<file path="config.mk">
export PLATFORM = sky130hd
export DESIGN_NAME = mbldcm_ramp_sequencer
export DESIGN_NICKNAME = d
export VERILOG_FILES = /design/src/rtl/mbldcm_ramp_sequencer.sv
export SDC_FILE = /design/constraint.sdc
export NUM_CORES = 1
export LEC_CHECK = 0
export CORE_AREA = 2 2 259 159
export DETAILED_ROUTE_END_ITERATION = 12
export DIE_AREA = 0 0 261 161
export PLACE_DENSITY = 0.58
export SYNTH_ARGS = -nofsm -noshare
export SYNTH_HDL_FRONTEND = slang
export SYNTH_SLANG_ARGS = --single-unit
</file>
<file path="constraint.sdc">
create_clock -name iClock -period 7.85 [get_ports iClock]
set_clock_uncertainty 0.1 [all_clocks]
set_input_delay 1.9625 -clock iClock [delete_from_list [all_inputs] [get_ports iClock]]
set_output_delay 1.9625 -clock iClock [all_outputs]
set_load 0.005 [all_outputs]
</file>
<file path="src/rtl/mbldcm_ramp_sequencer.sv">
// Soft-start ramp sequencer: Avalon-MM master that programs the BLDC core,
// steps the frequency target toward a final value and handles abort/fault shutdown.
module mbldcm_ramp_sequencer #(
  parameter int pPollLimit  = 1024,
  parameter int pDwellWidth = 16
) (
  input  logic                   iClock,
  input  logic                   iReset,
  input  logic                   iStart,
  input  logic                   iAbort,
  input  logic [31:0]            iFreqInit,
  input  logic [31:0]            iFreqFinal,
  input  logic [31:0]            iFreqStep,
  input  logic [pDwellWidth-1:0] iDwell,
  output logic                   oBusy,
  output logic                   oDone,
  output logic                   oError,
  output logic [1:0]             oAddr,
  output logic                   oRead,
  input  logic [31:0]            iRdata,
  output logic                   oWrite,
  output logic [31:0]            oWdata,
  input  logic [1:0]             iResp,
  output logic [2:0]             oState
);

  // Bus handshake: no waitrequest, so an access completes in the single cycle its
  // strobe (oRead xor oWrite) is high; iRdata and iResp are valid in that same cycle,
  // and oAddr/oWdata are driven to 0 whenever no strobe is active.

  typedef enum logic [2:0] {
    sIdle, sWrFreq, sWrEn, sPoll, sDwell, sDone, sFault, sAbort
  } tState;

  localparam int cPollW = $clog2(pPollLimit + 1);
  localparam logic [cPollW-1:0] cPollLast = cPollW'(pPollLimit - 1);

  tState                  rState, nextState;
  logic [31:0]            rCur, rFinal, rStep;
  logic [pDwellWidth-1:0] rDwell, rDwellCnt;
  logic [cPollW-1:0]      rPollCnt;
  logic                   rFirst, rError;

  logic [32:0] sumUp, diffDn;
  logic [31:0] nextFreq;
  logic        respErr;
  logic        unusedRdata;

  assign unusedRdata = ^{iRdata[31:2], iRdata[0]};
  assign respErr     = (iResp != 2'b00);

  // Next target in 33-bit arithmetic so up-steps cannot wrap and down-steps clamp at final.
  always_comb begin
    sumUp  = {1'b0, rCur} + {1'b0, rStep};
    diffDn = {1'b0, rCur} - {1'b0, rFinal};
    if (rStep == 32'd0 || rCur == rFinal)
      nextFreq = rFinal;
    else if (rCur < rFinal)
      nextFreq = (sumUp >= {1'b0, rFinal}) ? rFinal : sumUp[31:0];
    else
      nextFreq = (diffDn <= {1'b0, rStep}) ? rFinal : (rCur - rStep);
  end

  always_comb begin
    nextState = rState;
    oWrite    = 1'b0;
    oRead     = 1'b0;
    oAddr     = 2'd0;
    oWdata    = 32'd0;
    case (rState)
      sIdle: if (iStart) nextState = sWrFreq;
      sWrFreq: begin
        oWrite = 1'b1;
        oWdata = rCur;
        if (respErr)     nextState = sFault;
        else if (iAbort) nextState = sAbort;
        else             nextState = rFirst ? sWrEn : sPoll;
      end
      sWrEn: begin
        oWrite = 1'b1;
        oAddr  = 2'd2;
        oWdata = 32'h1;
        if (respErr)     nextState = sFault;
        else if (iAbort) nextState = sAbort;
        else             nextState = sPoll;
      end
      sPoll: begin
        oRead = 1'b1;
        oAddr = 2'd3;
        if (respErr)                   nextState = sFault;
        else if (iAbort)               nextState = sAbort;
        else if (iRdata[1])            nextState = sDwell;
        else if (rPollCnt == cPollLast) nextState = sFault;
      end
      sDwell: begin
        if (iAbort) nextState = sAbort;
        else if (rDwellCnt == '0) nextState = (rCur == rFinal) ? sDone : sWrFreq;
      end
      sDone: nextState = iAbort ? sAbort : sIdle;
      sFault, sAbort: begin
        oWrite    = 1'b1;
        oAddr     = 2'd2;
        nextState = sIdle;
      end
      default: nextState = sIdle;
    endcase
  end

  always_ff @(posedge iClock) begin
    if (iReset) begin
      rState    <= sIdle;
      rCur      <= 32'd0;
      rFinal    <= 32'd0;
      rStep     <= 32'd0;
      rDwell    <= '0;
      rDwellCnt <= '0;
      rPollCnt  <= '0;
      rFirst    <= 1'b0;
      rError    <= 1'b0;
    end else begin
      rState <= nextState;
      if (nextState == sFault) rError <= 1'b1;
      case (rState)
        sIdle: if (iStart) begin
          rCur   <= iFreqInit;
          rFinal <= iFreqFinal;
          rStep  <= iFreqStep;
          rDwell <= iDwell;
          rFirst <= 1'b1;
          rError <= 1'b0;
        end
        sWrFreq: begin
          rFirst   <= 1'b0;
          rPollCnt <= '0;
        end
        sWrEn: rPollCnt <= '0;
        sPoll: begin
          if (nextState == sDwell) rDwellCnt <= rDwell;
          else                     rPollCnt  <= rPollCnt + 1'b1;
        end
        sDwell: begin
          if (rDwellCnt != '0)           rDwellCnt <= rDwellCnt - 1'b1;
          else if (nextState == sWrFreq) rCur      <= nextFreq;
        end
        default: ;
      endcase
    end
  end

  assign oBusy  = (rState != sIdle);
  assign oDone  = (rState == sDone);
  assign oError = rError;
  assign oState = rState;

endmodule
</file>
[Yosys cells after proc, flatten, opt, wreduce, memory -nomap -nowiden]
Cells that the tools add are included.
Word-level totals
  input bits: 150
  logic and storage cells: 92
  register bits: 144
  output and inout port bits: 42
Operators by class
  reduce and logical (&&, ||, !) cells: 20
  $add $sub $neg: 5
  muxes and demuxes: 37
  equal/unequal tests: 18
  $lt $le $gt $ge: 3
Operators with widths (number)
  two-way mux 32 bit: 7
  one-hot mux 32 bit (2 select lines): 2
  two-way mux 3 bit: 13
  adder 32 x 32 -> 33 bit: 1
  >= comparator 33 x 32 -> 1 bit: 1
  <= comparator 33 x 32 -> 1 bit: 1
  subtractor 32 x 32 -> 33 bit: 1
  == test 32 bit: 1
  logical NOT 32 bit: 1
  < comparator 32 bit: 1
  two-way mux 16 bit: 2
  one-hot mux 16 bit (2 select lines): 1
  subtractor 32 bit: 1
  one-hot mux 11 bit (2 select lines): 1
  one-hot mux 3 bit (7 select lines): 1
  == test 3 bit (second input constant): 6
  logical NOT 16 bit: 1
  nonzero test 16 bit: 1
  subtractor 16 x 1 -> 16 bit (second input constant): 1
  != test 2 bit (second input constant): 6
  adder 11 x 1 -> 11 bit (second input constant): 1
  == test 11 x 10 -> 1 bit (second input constant): 1
  two-way mux 11 bit: 1
  nonzero test 2 bit: 5
  other kinds (14): 25

[Logic depth before layout (Yosys ltp)]
Gate-level depths: netlist (run 1).
  depth after elaboration: 10
  depth in mapped cells: 27
  depth with buffers taken out: 25

[Least setup slack after synthesis (run 1)]
No wires, ideal clock.
  kind: reg2reg
  from: reg rStep[1]
  to: reg rCur[0]
  cell stages (with the launch flop): 24
  buffers on the path: 1
  arrival time: 5.189 ns
  data required time: 7.662 ns
  period minus slack after synthesis: 5.377 ns
  setup slack: 2.473 ns
  library setup time: 0.088 ns
  path through: dfxtp_1 inv_1 ha_1 nor2b_1 o221ai_1 a311oi_1 a211oi_1 o41ai_2 and4_1 o211ai_1 and3_1 or2_2 ha_1 o21a_1 o21a_1 a22oi_1 o211a_1 o2111a_1 o21ai_2 or3_1 buf_2 and2_4 or3_1 a311oi_2
On the way
  cells in the longest elaborated chain, start to end: 8
  elaborated cells between the ends (all ways): 12
  those cells by class: add/sub: 1; order compare: 2; mux: 7; reduce/logical: 2
Ends and longest elaborated chain
  start: declaration: line 39  | logic [31:0] rCur, rFinal, rStep;
  start signal: assignment: line 127  | rStep <= iFreqStep;
  adder 32 x 32 -> 33 bit: line 54  | sumUp = {1'b0, rCur} + {1'b0, rStep};
  >= comparator 33 x 32 -> 1 bit: line 59  | nextFreq = (sumUp >= {1'b0, rFinal}) ? rFinal : sumUp[31:0];
  two-way mux 32 bit: line 59
  two-way mux 32 bit: line 58  | else if (rCur < rFinal)
  two-way mux 32 bit (*): line 56  | if (rStep == 32'd0 || rCur == rFinal)
  two-way mux 32 bit (*): line 143  | else if (nextState == sWrFreq) rCur <= nextFreq;
  two-way mux 32 bit (*): line 142  | if (rDwellCnt != '0) rDwellCnt <= rDwellCnt - 1'b1;
  one-hot mux 32 bit (2 select lines) (*): line 123  | case (rState)
  end signal: assignment: line 125  | rCur <= iFreqInit;
  end signal: assignment: line 143
  end: declaration: line 39
Every way passes the cells marked *; elsewhere a longest branch is shown, timed or not. The select of a mux whose other input is x is not followed.
A chain may end at the register's enable or synchronous reset.

[Worst setup path in the final report (run 1)]
  from: reg rFinal[9]
  to: reg rCur[9]
On the way
  cells in the longest elaborated chain, start to end: 8
  elaborated cells between the ends (all ways): 20
  those cells by class: add/sub: 1; order compare: 3; eq/ne: 3; mux: 11; reduce/logical: 2
Ends and longest elaborated chain
  start: declaration: line 39
  start signal: assignment: line 126  | rFinal <= iFreqFinal;
  subtractor 32 x 32 -> 33 bit / == test 32 bit (equally long branches): line 55, 56, 97
  <= comparator 33 x 32 -> 1 bit / two-way mux 3 bit (equally long branches): line 61, 97
  two-way mux 32 bit / two-way mux 3 bit (equally long branches): line 61, 97
  two-way mux 32 bit / two-way mux 3 bit (equally long branches): line 58, 96
  two-way mux 32 bit / one-hot mux 3 bit (7 select lines) (equally long branches): line 56, 70
  two-way mux 32 bit / == test 3 x 1 -> 1 bit (equally long branches): line 143
  two-way mux 32 bit / != test 2 bit (equally long branches)
  one-hot mux 32 bit (2 select lines) / AND reduction 4 bit (equally long branches)
Several ways; a longest one is shown, not always the timed one. The select of a mux whose other input is x is not followed.

==> metrics.md, run 1 <==
| Metric | Value |
|---|---|
| Reg2reg setup slack | around 1 ns |
| PortBufs | between 150 and 200 |
| Post-CTS sizing | 0 |
| Syn_area_per_cell | around 7 µm² |
| Clk Latency, worst-skew pair | 0.47 ns |
| Site Rows | 57 |
| R2R Path End | rCur[9] |
| Worst-path clk slew | 0.07 ns |
| Synthesized net count | roughly 2,200 |
| Yosys top cell area share | a little over a fifth |
| GR Util met1 | about two fifths |
| HPWL after DPL | 45,200 µm |
| First-pass DRT Iterations | 6 |
| Synthesized cell area | between 10,000 and 15,000 µm² |
| CTS root buf | clkbuf_16 |
| Max Cap Violations | 0 |
| CP arrival | about 7.1 ns |
| Fmax | about 150 MHz |
| Cells after Synth | 1,905 |
| Worst-path fanout max | 13 |
| Final Setup Violations | 0 |
| Max-slew headroom | 30.1% |
| Status | completed |
| Share of layout cells above drive strength 1 | 4.56% |
| Layout Nets | ~2,300 |
| Fin. Hold Viols | 0 |
| Area of the core | around 40,000 µm² |
| Worst path top cell family by delay | simple AND/OR/NAND/NOR gates |
| Reg2Reg Depth | 21 |
| Post-CTS Hold Buffers | 0 |
| Setup bufs post-CTS | 0 |
| Initial core utilization | 34.5% |
| Req. time, crit path | between 8 and 9 ns |
| Clock sink total | 144 |
| Total CTS buffers | 17 |
| Pins Over Slew Limit | 0 |
| Seq. cell area | between 2000 and 3000 µm² |
| Most used flip-flop cell after synthesis | dfxtp_1 |
| Critical-path top delay cell | nor4_1 |
| Slew @ Worst Pin | 1.02 ns |
| Top Ports | 192 |
| Die area | 42,000 µm² |
| DR vias/cell | 5.82 |
| Via count | around 15,000 |
| Crit. path cell count | 21 |
| Footprint of the multi-input gates | between 10,000 and 15,000 µm² |
| Buf/Inv on CP | 1 |
| Gr busiest metal | met1 |
| Post-detailed-route DRC marker count | 0 |
| Worst setup SP type | flop |
| Final min period | a little under 7 ns |
| Top cells by count, synth | nand2_1 (288), a21oi_1 (224), ha_1 (161) |
| ANT cells | 0 |
| Area growth from synthesis to layout | 19.1% |
| Total wire length | 57,500 µm |
| GRT Overall Usage | a little over a quarter |
| Final ANT Viol Nets | 0 |
| TritonCTS clock tree | done |
| CP Capture Point | rCur[9] |
| Number of enable flip-flop cells after synthesis | 0 |
| First-pass GRT wire length | around 84,000 µm |
| Die Y | 161 µm |
| Fill count | between 4,000 and 5,000 |
| Number of global-route vias before repair | approximately 14,000 |
| Period utilization | around 87% |
| R2r startpoint | rFinal[9] |
| Max clock buf depth | 2 |
| Crit path cell chain | inv_1, ha_1, a2111oi_0, nor3_1, o21ai_1, o21bai_1, nand2_1, o31a_1, nand2b_1, o21bai_1, a31oi_1, xnor2_1, ha_1, nand4_1, nor4_1, nand2_1, o2bb2ai_1, or2_1, nand2_1, a2111o_1, a32o_1 |
| GR Util met2 | a little over a third |
| Worst hold path class | flop to flop |
| RSZ-0062 raised after global routing | false |
| Yosys top cell by area | dfxtp_1 |
| Crit-path most repeated cell | nand2_1 |
| GPL Wtd Cong | around 1 |
| H-tree levels | 4 |
| Met3 Use GR | between 8 and 9% |
| Post-Route Setup TNS | 0 ns |
| Antenna violations before repair | 1 |
| Post-synth cell types | between 80 and 90 |
| Routed WL per cell | 22.5 µm |
| CP startpoint | rFinal[9] |
| CP Capture Type | flop |
| Ranking of synthesized cells by area | dfxtp_1 (21%), ha_1 (15%), a21oi_1 (8.2%) |
| Most common cell in the netlist | nand2_1 |
| Synth Register Bits | 144 |
| DR iter-0 viols | approximately 1,700 |
| WS Path Type | flop to flop |
| Largest net degree at the start of global routing | approximately 70 |
| Total grt overflow | 0 |
| Die X | 261 µm |
| Yosys warns | 0 |
| Sequential share of the synthesized area | about a fifth |
| CP max stage delay | slightly above 0.6 ns |
| Asr flop ratio synth | 0% |
-- layer usage --
layer / share of wire [%] / vias to the layer above
met4: 2.1 / 0
met5: 0 / -
met1: 49 / 7089
li1: - / 7039
met2: 38 / 637
met3: 11 / 60
-- cells in the final DEF (no fill, tap or decap), drive strengths merged, types with 25 or more instances in the layout --
| cell type | count |
|---|---|
| a211oi | 30 |
| a21o | 31 |
| a21oi | 226 |
| and2 | 37 |
| buf | 26 |
| clkdlybuf4s50 | 159 |
| dfxtp | 144 |
| ha | 161 |
| inv | 122 |
| nand2 | 289 |
| nand3 | 35 |
| nand4 | 25 |
| nor2 | 127 |
| nor3 | 42 |
| o21ai | 112 |
| xnor2 | 68 |
-- state kept, by name, indices dropped and copies added (netlist names) --
name / cells
rCur: 32
rFinal: 32
rStep: 32
rDwellCnt: 16
rDwell: 16
rPollCnt: 11
oState: 3
oError: 1
rFirst: 1
-- cell families (layout without fill, tap and decap cells) --
| kind of cell | after synthesis | in the layout | synth area share [%] |
|---|---|---|---|
| muxes | 2 | 2 | 0.155 |
| and+or+nand+nor | 680 | 680 | 23.3 |
| buffers and inverters | 218 | 330 | 6.27 |
| xor gates and xnor gates | 90 | 90 | 5.74 |
| DFF | 144 | 144 | 21.0 |
| adders and majority gates | 164 | 164 | 15.1 |
| AOI/OAI and AO/OA | 607 | 607 | 28.4 |
-- worst min path at each step --
stage                          start         end  slack [ns]  depth (start not counted)
after floorplan           rDwell[13]  rDwell[13]        0.33                          2
after global placement     rFinal[4]   rFinal[4]        0.34                          2
after detailed placement  rDwell[14]  rDwell[14]        0.34                          2
after CTS                 rDwell[14]  rDwell[14]        0.35                          2
after global routing       rDwell[6]   rDwell[6]        0.38                          2
final                     rDwell[14]  rDwell[14]        0.35                          2
-- stage by stage --
step / hold WS, ns / setup slack [ns] / std cells / utilization [%] / instance area (µm²)
2_1_floorplan: 0.333 / 2.47 / 1905 / - / 13700
3_3_place_gp: 0.344 / 1.25 / 2517 / 39.6 / 15800
3_5_place_dp: 0.344 / 1.20 / 2517 / 39.6 / 15800
4_1_cts: 0.355 / 1.13 / 2548 / 41.1 / 16300
5_1_grt: 0.378 / 0.777 / 2548 / 41.1 / 16300
6_report: 0.354 / 0.992 / 2548 / 41.1 / 16300
-- worst min-delay path, stage by stage, from the launching register on --
cell and delay (ns):
dfxtp_1 0.31, nand2_1 0.05, a21oi_1 0.05
-- cell type report --
| class | count | area share (%) |
|---|---|---|
| Inverter | 114 | 2.62 |
| Clock inverter | 13 | 0.850 |
| Clock buffer | 18 | 2.69 |
| Tap cell | 531 | 4.06 |
| Timing Repair Buffer | 185 | 10.9 |
| Sequential cell | 144 | 17.6 |
| Multi-Input combinational cell | 1543 | 61.2 |
Power of run 1 is not shown: default switching activity piles up to over one toggle a cycle in this logic, so the estimate is an artifact.
==> inputs of run 2 (changes only) <==
--- a/config.mk
+++ b/config.mk
@@ -5,10 +5,12 @@
 export SDC_FILE = /design/constraint.sdc
 export NUM_CORES = 1
 export LEC_CHECK = 0
+export CELL_PAD_IN_SITES_DETAIL_PLACEMENT = 1
+export CELL_PAD_IN_SITES_GLOBAL_PLACEMENT = 1
 export CORE_AREA = 2 2 259 159
 export DETAILED_ROUTE_END_ITERATION = 12
 export DIE_AREA = 0 0 261 161
-export PLACE_DENSITY = 0.58
+export PLACE_DENSITY = 0.74
 export SYNTH_ARGS = -nofsm -noshare
 export SYNTH_HDL_FRONTEND = slang
 export SYNTH_SLANG_ARGS = --single-unit
==> run 2 against run 1 <==
Net effect:
- worst hold slack better by 0.0015 ns
- sequential share of layout area hardly changed
- highest routed layer unchanged
- via count is 2.6% higher
- global-route usage is 2.4 points higher
- register-to-register slack worse by 0.28 ns
- design area hardly changed
- sequential cell count stayed put
==> metrics.md, run 2 (same netlist as run 1, synthesis figures left out) <==
| Metric | Value |
|---|---|
| Post-CTS Hold Buffers | 0 |
| Clk Latency, worst-skew pair | 0.47 ns |
| Total grt overflow | 0 |
| Clock sink total | around 140 |
| DR vias/cell | 5.97 |
| Area of the core | ~40,000 µm² |
| Req. time, crit path | between 8 and 9 ns |
| Site Rows | 57 |
| Initial core utilization | 34.5% |
| First-pass DRT Iterations | 5 |
| Max-slew headroom | between 10% and 20% |
| CP arrival | about 7.4 ns |
| First-pass GRT wire length | about 93,000 µm |
| H-tree levels | 4 |
| Final ANT Viol Nets | 0 |
| Max clock buf depth | 2 |
| Area growth from synthesis to layout | 19.2% |
| Biggest regs | rCur x32, rFinal x32, rStep x32 |
| Most frequent cells in the layout | nand2_1 (286), a21oi_1 (224), ha_1 (161) |
| Die X | 261 µm |
| Number of global-route vias before repair | 15,000 |
| Worst-path fanout max | 19 |
| WS Path Type | flop to flop |
| Share of layout cells above drive strength 1 | roughly 4.6% |
| Placed Instances | roughly 2,500 |
| Slew @ Worst Pin | around 1.3 ns |
| GPL Wtd Cong | ~1 |
| CP Capture Type | flop |
| PortBufs | 160 |
| Fin. Hold Viols | 0 |
| Routed WL per cell | 24.3 µm |
| Commonest non-fill, non-tap cell in the layout | nand2_1 |
| Max Cap Violations | 0 |
| Status | completed |
| Fmax | 140 MHz |
| Final min period | roughly 7.1 ns |
| Total CTS buffers | 17 |
| Antenna violations before repair | 0 |
| Top Ports | approximately 190 |
| Period utilization | approximately 91% |
| Setup bufs post-CTS | 0 |
| HPWL after DPL | approximately 49,000 µm |
| Worst hold path class | flop to flop |
| GRT Overall Usage | a little under 30% |
| Final Setup Violations | 0 |
| TritonCTS clock tree | done |
| Post-detailed-route DRC marker count | 0 |
| Largest net degree at the start of global routing | approximately 60 |
| DR iter-0 viols | approximately 1,500 |
| Pins Over Slew Limit | 0 |
| Post-Route Setup TNS | 0 ns |
| Via count | 15,200 |
| RSZ-0062 raised after global routing | false |
| Die area | approximately 42,000 µm² |
| Post-CTS sizing | 0 |
| Worst setup SP type | flop |
| Worst-path clk slew | 0.07 ns |
| Die Y | between 150 and 200 µm |
| CTS root buf | clkbuf_16 |
| ANT cells | 0 |
| Layout Nets | roughly 2,300 |
| Total wire length | 61,900 µm |
| Layout Cells excl Fill | ~2,500 |
-- run 2: cell types whose count changed in the layout (fill, tap and decap cells not counted), sizes merged --
cell / change
buf: -1
bufinv: +1
clkbuf: -1
clkinv: +1
clkinvlp: -1
-- run 2: final timing paths --
check	start	to	slack (ns)	cells after the start
min reg2reg	rFinal[4]	rFinal[4]	0.36	2
max	rStep[2]	rCur[23]	0.72	24
min	rFinal[4]	rFinal[4]	0.36	2
max reg2reg	rStep[2]	rCur[23]	0.72	24
-- run 2: final cells by class --
type | instances | area [µm²]
Fill cell | 4991 | 23400
Multi-Input combinational cell | 1543 | 10000
Sequential cell | 144 | 2880
Timing Repair Buffer | 184 | 1780
Tap cell | 531 | 664
Inverter | 114 | 428
Clock buffer | 17 | 425
Clock inverter | 14 | 170
-- run 2: metal layers --
layer	wire (µm)	part of all wire, %	track usage (%)	vias up
met4	1050	1.7	6.59	0
met2	25100	41	42.1	543
met3	5180	8.4	6.51	60
met5	0	0	0	-
met1	30500	49	44.0	7576
li1	-	-	-	7035
-- run 2: worst max-delay path, stage by stage (launching register included) --
cell and delay [ns]:
dfxtp_1 0.46, inv_1 0.12, ha_1 0.42, inv_1 0.12, o221ai_1 0.37, a311oi_1 0.17, buf_4 0.21, a211oi_1 0.58
o41ai_2 0.21, and4_1 0.27, o211ai_1 0.39, a21oi_1 0.19, or2_2 0.36, ha_1 0.30, o21a_1 0.19, o21a_1 0.27
a22oi_1 0.21, o211a_1 0.28, o2111a_1 0.24, o21ai_2 0.24, buf_4 0.33, a21oi_1 0.50, o221ai_1 0.22, a21o_1 0.21
o21ai_1 0.07
-- run 2: stage by stage --
stage / cell area [µm²] / utilization, % / hold slack (ns) / setup slack (ns)
3_3_place_gp: 15800 / 39.6 / 0.345 / 1.02
6_report: 16400 / 41.1 / 0.356 / 0.715
5_1_grt: 16400 / 41.1 / 0.378 / 0.323
2_1_floorplan: 13700 / - / 0.333 / 2.47
3_5_place_dp: 15800 / 39.6 / 0.351 / 0.947
4_1_cts: 16300 / 41.1 / 0.361 / 0.862
Power of run 2 is left out for the same reason.
